$ cat src/rtl/instruction_sequencer.sv
// Byte-stream program loader and one-word-per-clock instruction issuer for the cpu block.
// Stored words are replayed on start, with NOP padding after tensor-core operates and READ results captured.
//
// state | meaning
// ------+---------------------------------------------------------------
// IDLE  | output NOP, waiting for a first program byte or a start request
// LOAD  | packing bytes little-endian into words and committing to memory
// RUN   | issuing stored words, inserting NOP stall cycles after 8'h05
module instruction_sequencer #(
    parameter int DEPTH    = 16,
    parameter int TC_STALL = 4
) (
    input  logic                       clock_in,
    input  logic                       reset_in,
    input  logic [7:0]                 load_byte_in,
    input  logic                       load_valid_in,
    input  logic                       load_last_in,
    output logic                       load_ready_out,
    input  logic                       start_in,
    output logic [31:0]                current_instruction_out,
    input  logic signed [3:0]          cpu_output_in,
    output logic signed [3:0]          result_data_out,
    output logic                       result_valid_out,
    output logic                       busy_out,
    output logic                       done_out,
    output logic [$clog2(DEPTH):0]     program_length_out
);
    localparam int AW = $clog2(DEPTH);
    localparam int LW = AW + 1;
    localparam int SW = (TC_STALL > 0) ? $clog2(TC_STALL + 1) : 1;

    localparam logic [31:0] NOP_WORD  = 32'h0000_0008;
    localparam logic [7:0]  OP_TC     = 8'h05;
    localparam logic [7:0]  OP_READ_A = 8'h0F;
    localparam logic [7:0]  OP_READ_B = 8'h10;

    typedef enum logic [1:0] {IDLE, LOAD, RUN} state_t;

    state_t         state_q;
    logic [31:0]    mem [DEPTH];
    logic [23:0]    asm_q;
    logic [1:0]     byte_idx_q;
    logic [LW-1:0]  length_q;
    logic [LW-1:0]  pc_q;
    logic [SW-1:0]  stall_q;
    logic           locked_q;

    logic           accept;
    logic           commit;
    logic           fills_mem;
    logic [1:0]     eff_idx;
    logic [LW-1:0]  eff_len;
    logic [LW-1:0]  next_len;
    logic [31:0]    commit_word;
    logic [31:0]    fetch_word;

    function automatic logic [SW-1:0] stall_for(input logic [7:0] opcode);
        return (opcode == OP_TC) ? SW'(TC_STALL) : '0;
    endfunction

    // A byte accepted in IDLE always begins a fresh program at word 0, byte 0.
    always_comb begin
        eff_idx  = (state_q == LOAD) ? byte_idx_q : 2'd0;
        eff_len  = (state_q == LOAD) ? length_q : '0;
        next_len = eff_len + 1'b1;
        case (eff_idx)
            2'd0:    commit_word = {24'h0, load_byte_in};
            2'd1:    commit_word = {16'h0, load_byte_in, asm_q[7:0]};
            2'd2:    commit_word = {8'h0, load_byte_in, asm_q[15:0]};
            default: commit_word = {load_byte_in, asm_q[23:0]};
        endcase
    end

    // A full memory stays locked against new bytes until the program is run or reset.
    assign load_ready_out     = (state_q != RUN) && !locked_q;
    assign accept             = load_valid_in && load_ready_out;
    assign commit             = accept && (load_last_in || (eff_idx == 2'd3));
    assign fills_mem          = (next_len == LW'(DEPTH));
    assign fetch_word         = mem[pc_q[AW-1:0]];
    assign busy_out           = (state_q != IDLE);
    assign program_length_out = length_q;

    always_ff @(posedge clock_in) begin
        if (commit && !reset_in)
            mem[eff_len[AW-1:0]] <= commit_word;
    end

    always_ff @(posedge clock_in) begin
        if (reset_in) begin
            state_q                 <= IDLE;
            current_instruction_out <= NOP_WORD;
            asm_q                   <= '0;
            byte_idx_q              <= '0;
            length_q                <= '0;
            pc_q                    <= '0;
            stall_q                 <= '0;
            locked_q                <= 1'b0;
            result_data_out         <= '0;
            result_valid_out        <= 1'b0;
            done_out                <= 1'b0;
        end else begin
            done_out         <= 1'b0;
            result_valid_out <= 1'b0;
            if ((current_instruction_out[7:0] == OP_READ_A) ||
                (current_instruction_out[7:0] == OP_READ_B)) begin
                result_data_out  <= cpu_output_in;
                result_valid_out <= 1'b1;
            end

            case (state_q)
                IDLE, LOAD: begin
                    current_instruction_out <= NOP_WORD;
                    if (accept) begin
                        case (eff_idx)
                            2'd0:    asm_q[7:0]   <= load_byte_in;
                            2'd1:    asm_q[15:8]  <= load_byte_in;
                            2'd2:    asm_q[23:16] <= load_byte_in;
                            default: ;
                        endcase
                        if (commit) begin
                            length_q   <= next_len;
                            byte_idx_q <= '0;
                            if (load_last_in || fills_mem)
                                state_q <= IDLE;
                            else
                                state_q <= LOAD;
                            if (fills_mem)
                                locked_q <= 1'b1;
                        end else begin
                            length_q   <= eff_len;
                            byte_idx_q <= eff_idx + 2'd1;
                            state_q    <= LOAD;
                        end
                    end else if ((state_q == IDLE) && start_in && (length_q != '0)) begin
                        // Word 0 goes out on the start edge so a 1-word run occupies RUN for one cycle.
                        current_instruction_out <= mem[0];
                        pc_q                    <= LW'(1);
                        stall_q                 <= stall_for(mem[0][7:0]);
                        locked_q                <= 1'b0;
                        state_q                 <= RUN;
                    end
                end
                RUN: begin
                    if (stall_q != '0) begin
                        current_instruction_out <= NOP_WORD;
                        stall_q                 <= stall_q - 1'b1;
                    end else if (pc_q == length_q) begin
                        current_instruction_out <= NOP_WORD;
                        done_out                <= 1'b1;
                        state_q                 <= IDLE;
                    end else begin
                        current_instruction_out <= fetch_word;
                        pc_q                    <= pc_q + 1'b1;
                        stall_q                 <= stall_for(fetch_word[7:0]);
                    end
                end
                default: state_q <= IDLE;
            endcase
        end
    end
endmodule

$ cat config.mk
export PLATFORM = sky130hd
export DESIGN_NAME = instruction_sequencer
export DESIGN_NICKNAME = d
export VERILOG_FILES = /design/src/rtl/instruction_sequencer.sv
export SDC_FILE = /design/constraint.sdc
export NUM_CORES = 1
export LEC_CHECK = 0
export CAP_MARGIN = 25
export CORE_ASPECT_RATIO = 0.8
export CORE_UTILIZATION = 55
export DETAILED_ROUTE_END_ITERATION = 8
export PLACE_DENSITY = 0.75
export SETUP_SLACK_MARGIN = 0.1
export SYNTH_ARGS = -nofsm -noshare
export SYNTH_HDL_FRONTEND = slang
export SYNTH_SLANG_ARGS = --single-unit
$ cat constraint.sdc
create_clock -name clock_in -period 5.9 [get_ports clock_in]
set_clock_uncertainty 0.1 [all_clocks]
set_input_delay 1.77 -clock clock_in [delete_from_list [all_inputs] [get_ports clock_in]]
set_output_delay 1.77 -clock clock_in [all_outputs]
set_load 0.03 [all_outputs]
## Yosys cells after proc, flatten, opt, wreduce, memory -nomap -nowiden

Memories as Yosys holds them, arrays and structs flattened. A register that Yosys moved wholly into a read port is not among the register bits.
Index checks and enable logic that the tools add are counted.

| cells by class | value |
|---|---|
| eq/ne operators | 21 |
| add/sub/neg operators | 4 |
| bitwise operators | 1 |
| muxes and demuxes | 39 |
| reductions and logical operators | 28 |

Operators with widths:

| kind | number |
|---|---|
| two-way mux 32 bit | 4 |
| one-hot mux 32 bit (3 select lines) | 1 |
| one-hot mux 32 bit (2 select lines) | 1 |
| two-way mux 5 bit | 6 |
| two-way mux 3 bit | 6 |
| equality test 8 x 3 -> 1 bit, second input constant | 2 |
| two-way mux 2 bit | 7 |
| != test 2 bit, second input constant | 6 |
| AND reduction 3 bit | 4 |
| adder 5 x 1 -> 5 bit, second input constant | 2 |
| one-hot mux 5 bit (2 select lines) | 1 |
| two-way mux 1 bit | 9 |
| equality test 8 x 4 -> 1 bit, second input constant | 1 |
| equality test 8 x 5 -> 1 bit, second input constant | 1 |
| two-way mux 4 bit | 2 |
| AND reduction 4 bit | 2 |
| equality test 2 bit, second input constant | 3 |
| logical AND 1 bit | 6 |
| != test 3 bit, second input constant | 2 |
| one-hot mux 3 bit (2 select lines) | 1 |
| nonzero test 2 bit | 3 |
| equality test 5 bit | 1 |
| equality test 5 bit, second input constant | 1 |
| AND reduction 5 bit | 1 |
| other kinds (14) | 20 |

| word-level totals | value |
|---|---|
| output and inout port bits | 45 |
| logic and storage cells | 107 |
| bits of input ports | 17 |
| RAM bits | 512 |
| bits in registers | 80 |
| memories kept | 1 |

Memories:

| memory | depth | width | rd ports | clocked after Yosys merged registers in | write ports | RTL line | text |
|---|---|---|---|---|---|---|---|
| mem | 16 | 32 | 2 | 1 | 1 | 40 | `logic [31:0] mem [DEPTH];` |

## Depth between registers and ports, before layout

| depth | value |
|---|---|
| depth in word-level cells | 9 |
| mapped depth | 13 |
| gate-level depth less buffers | 10 |

## Worst setup path after synthesis

OpenSTA, ideal clock, no wires.

| path | value |
|---|---|
| path kind | input-to-reg |
| start | input port load_valid_in |
| end | memory mem[8][0], enable pin |
| arrival time | 5,607 ps |
| slack | -309 ps |
| required time | 5,299 ps |
| stages | 5 |
| path buffers | 0 |
| setup time | 501 ps |
| cells stage by stage | nor2b_1 > nand2_1 > nor3_1 > nand2_1 > nor4_1 |

| between the ends | value |
|---|---|
| longest elaborated chain between the ends | 5 |

RTL lines:

| what | RTL line | text |
|---|---|---|
| from (decl) | 16 | `input logic load_valid_in,` |
| logical AND 1 bit | 76 | `assign accept = load_valid_in && load_ready_out;` |
| logical AND 1 bit | 77 | `assign commit = accept && (load_last_in \|\| (eff_idx == 2'd3));` |
| logical AND 1 bit | 84 | `if (commit && !reset_in)` |
| two-way mux 1 bit | 84 |  |
| two-way mux 1 bit (implied by the code) | 85 | `mem[eff_len[AW-1:0]] <= commit_word;` |
| to (decl) | 40 |  |

Every way passes these cells.

## Final worst setup path

| path | value |
|---|---|
| start | input port load_valid_in |
| end | memory mem[1][26], enable pin |

The elaborated chain is that of the path after synthesis.

==> flow_summary.ini <==
[pwr]
combPwrFrac_pct = 2.7
p_int_mw = 6.57
power_density_nw_per_um2 = 311
p_seq_share_pct = 55.5
p_leak_nw = 8.25
swShare_pct = 20.0
clock_power_share_pct = 41.7
ir_drop_mv = 0.204
power_switching_mw = 1.64

[die]
start_util_pct = 55.7
die_h_um = 186
boundaryPins = 62
num_rows = 67
fp.coreArea_um2 = 41800
die-area_um2 = 43200
die_x_um = 232

[logic_synthesis]
yosys_register_bits = 596
async_reset_ff_share_pct = 0
syn_inst = 1295
synth_most_common_cell = edfxtp_1
synth.distinct_cells = 44
synthesis.nets = 1321
netlist_top_cells_area = edfxtp_1, mux4_2, dfxtp_1
syn_avg_cell_area_um2 = 18.0
synth_commonest_cells = edfxtp_1, mux4_2, nand2_1, dfxtp_1, nor2_1
yosys.area.top_type = edfxtp_1
synth_warnings = 0
ys.flop_type = edfxtp_1
syn_area_um2 = 23300
synth-edff-count = 512
ys_seq_area_share_pct = 73.2
yosys.area.top_type_share_pct = 66.0

[global_route]
antenna_found_initial = 0
grt_pass1_vias = 12469
grt_pass1_wl_um = 80100
track_usage_pct = 25.7
grt-ovfl-total = 0
grt_max_degree = 62

[clock_tree]
cts_buffer_depth = 3
worstSkewPairLatency_ns = 0.58
cts.repair.resized = 0
cts_hold_buf = 0
cts_tree = yes
path_clk_slew_ns = 0.06
htree_levels = 2
numCtsBuffers = 55
clock_sinks = 596
post_cts_buffers = 0
clockRootBuffer = clkbuf_16

[finish]
synthToLayoutAreaGrowth_pct = 13.5
nNetsFinal = 1394
drive_gt1_share_pct = 19.2
num_antenna_cells = 0
fin_area_um2 = 26400

[timing]
tns_ns = 0
worst_pin_slew_ns = 0.957
fmax_mhz = 241
relSlewSlack_pct = 36.2
slew_viol_final = 0
period_minus_slack_ns = 4.15
post-route-period-util_pct = 70.4
setup_viol_count_final = 0
hold_viol = 0
rsz0062_at_grt = no

[critical_path]
path_common_cell = nand2_1
crit_fanout = 19
crit_slowest_cell = nor2_4
crit_type = input pin to register
cp_cell_sequence = clkdlybuf4s50_1, nor2b_1, nand2_1, nor3_1, nand2_1, nor2_4, buf_4
slowest_delay_ns = 0.57
crit_path_start_kind = input pin
critPathCaptureType = register
critical_path_buf_inv_count = 2
critPathTopFamily = simple AND/OR/NAND/NOR gates
cp_data_arrival_time_ns = 4.29
cp.required_ns = 6.04

[route]
drt-total-wl_um = 53400
first_pass_iters = 5
drtIter0Drc = 1393
wl_per_cell_um = 27.1
vias = 12517
vias_per_cell = 6.37
postRouteAntennaNets = 0
drc = 0

[place]
globalplace.congestion = 0.808
port_buffers = 61
place_area_um2 = 24600
post-dp-hpwl_um = 31600

[status]
outcome = complete, no violations

[run]
maxCapViolCount = 0

[min_path]
hold_class = register to register
-- registers in the layout (all words and copies together) (netlist names), named ones only --
name	count
asm_q	24
byte_idx_q	2
current_instruction_out	32
done_out	1
locked_q	1
mem	512
pc_q	5
program_length_out	5
result_data_out	4
result_valid_out	1
stall_q	3
state_q	2
-- placed cells by master, fill, tap and decap left out, drive strengths merged, types with 6 or more instances in the layout --
cell           count
nor2b             31
a211oi            25
o21ai             10
buf               42
a22o              16
ha                 9
nor3              19
nand3              6
a22oi             15
clkinv            20
a222oi            30
a21oi             62
mux4             128
clkdlybuf4s50     60
clkbuf            79
dfxtp             84
xor2              10
nand2            100
edfxtp           512
and2              15
inv                6
mux2i             33
nor2              64
-- worst paths after layout --
check / startpoint / to / slack (ns) / depth (start not counted)
max: load_valid_in / mem[1][26]$_DFFE_PP_ / 1.75 / 7
min reg2reg: asm_q[23]$_SDFFE_PP0P_ / asm_q[23]$_SDFFE_PP0P_ / 0.36 / 2
max reg2reg: state_q[0]$_SDFFE_PP0P_ / mem[1][26]$_DFFE_PP_ / 1.85 / 9
min: asm_q[23]$_SDFFE_PP0P_ / asm_q[23]$_SDFFE_PP0P_ / 0.36 / 2
-- through the flow --
step | setup WS [ns] | cells | util, % | power [mW] | hold WS (ns)
global route | 1.52 | 1966 | 63.2 | 8.42 | 0.373
finish | 1.75 | 1966 | 63.2 | 8.21 | 0.355
floorplan | 0.559 | 1295 | - | 4.80 | 0.332
CTS | 1.76 | 1963 | 63.0 | 8.25 | 0.356
global placement | 1.15 | 1859 | 58.9 | 4.87 | 0.343
detailed placement | 1.15 | 1860 | 58.9 | 4.88 | 0.347
-- power by group through the flow --
stage	combinational (mW)	sequential, mW	clock, mW
finish	0.225	4.56	3.43
CTS	0.225	4.56	3.46
floorplan	0.152	4.65	0
detailed placement	0.224	4.65	0
global route	0.241	4.56	3.62
global placement	0.221	4.65	0
-- routing by layer --
metal  track usage (%)  part of all wire, %  up-vias
met5                 0                    0        -
met4              8.32                  2.9        0
met3              5.85                  9.7       94
met2              39.2                   46      625
met1              37.0                   41     6448
li1                  -                    -     5350
-- kinds of logic after synthesis --
logic type               count (synthesis)  synth area share, %
AO/OA/AOI/OAI                          169                 5.15
buffers and inverters                   92                 1.85
multiplexers                           161                 13.8
XOR/XNOR                                11                0.414
flip-flops                             596                 73.2
adder cells (fa/ha/maj)                  9                0.484
AND/OR/NAND/NOR                        257                 5.07
-- worst reg2reg max path: cells and delay by family (launching register included) --
kind / cells / cell delay, ns
buf+inv: 2 / 0.58
flops: 1 / 0.55
simple gates: 6 / 2.28
fa+ha+maj: 1 / 0.20
-- area by class of cell --
type / count / area (µm²)
sequential: 596 / 17100
fill: 2844 / 15400
multi-input combinational: 607 / 5940
clock buffer: 79 / 1540
timing repair buffer: 102 / 971
tap: 552 / 691
clock inverter: 24 / 191
inverter: 6 / 22.5
Power figures use the tool's default switching activity.
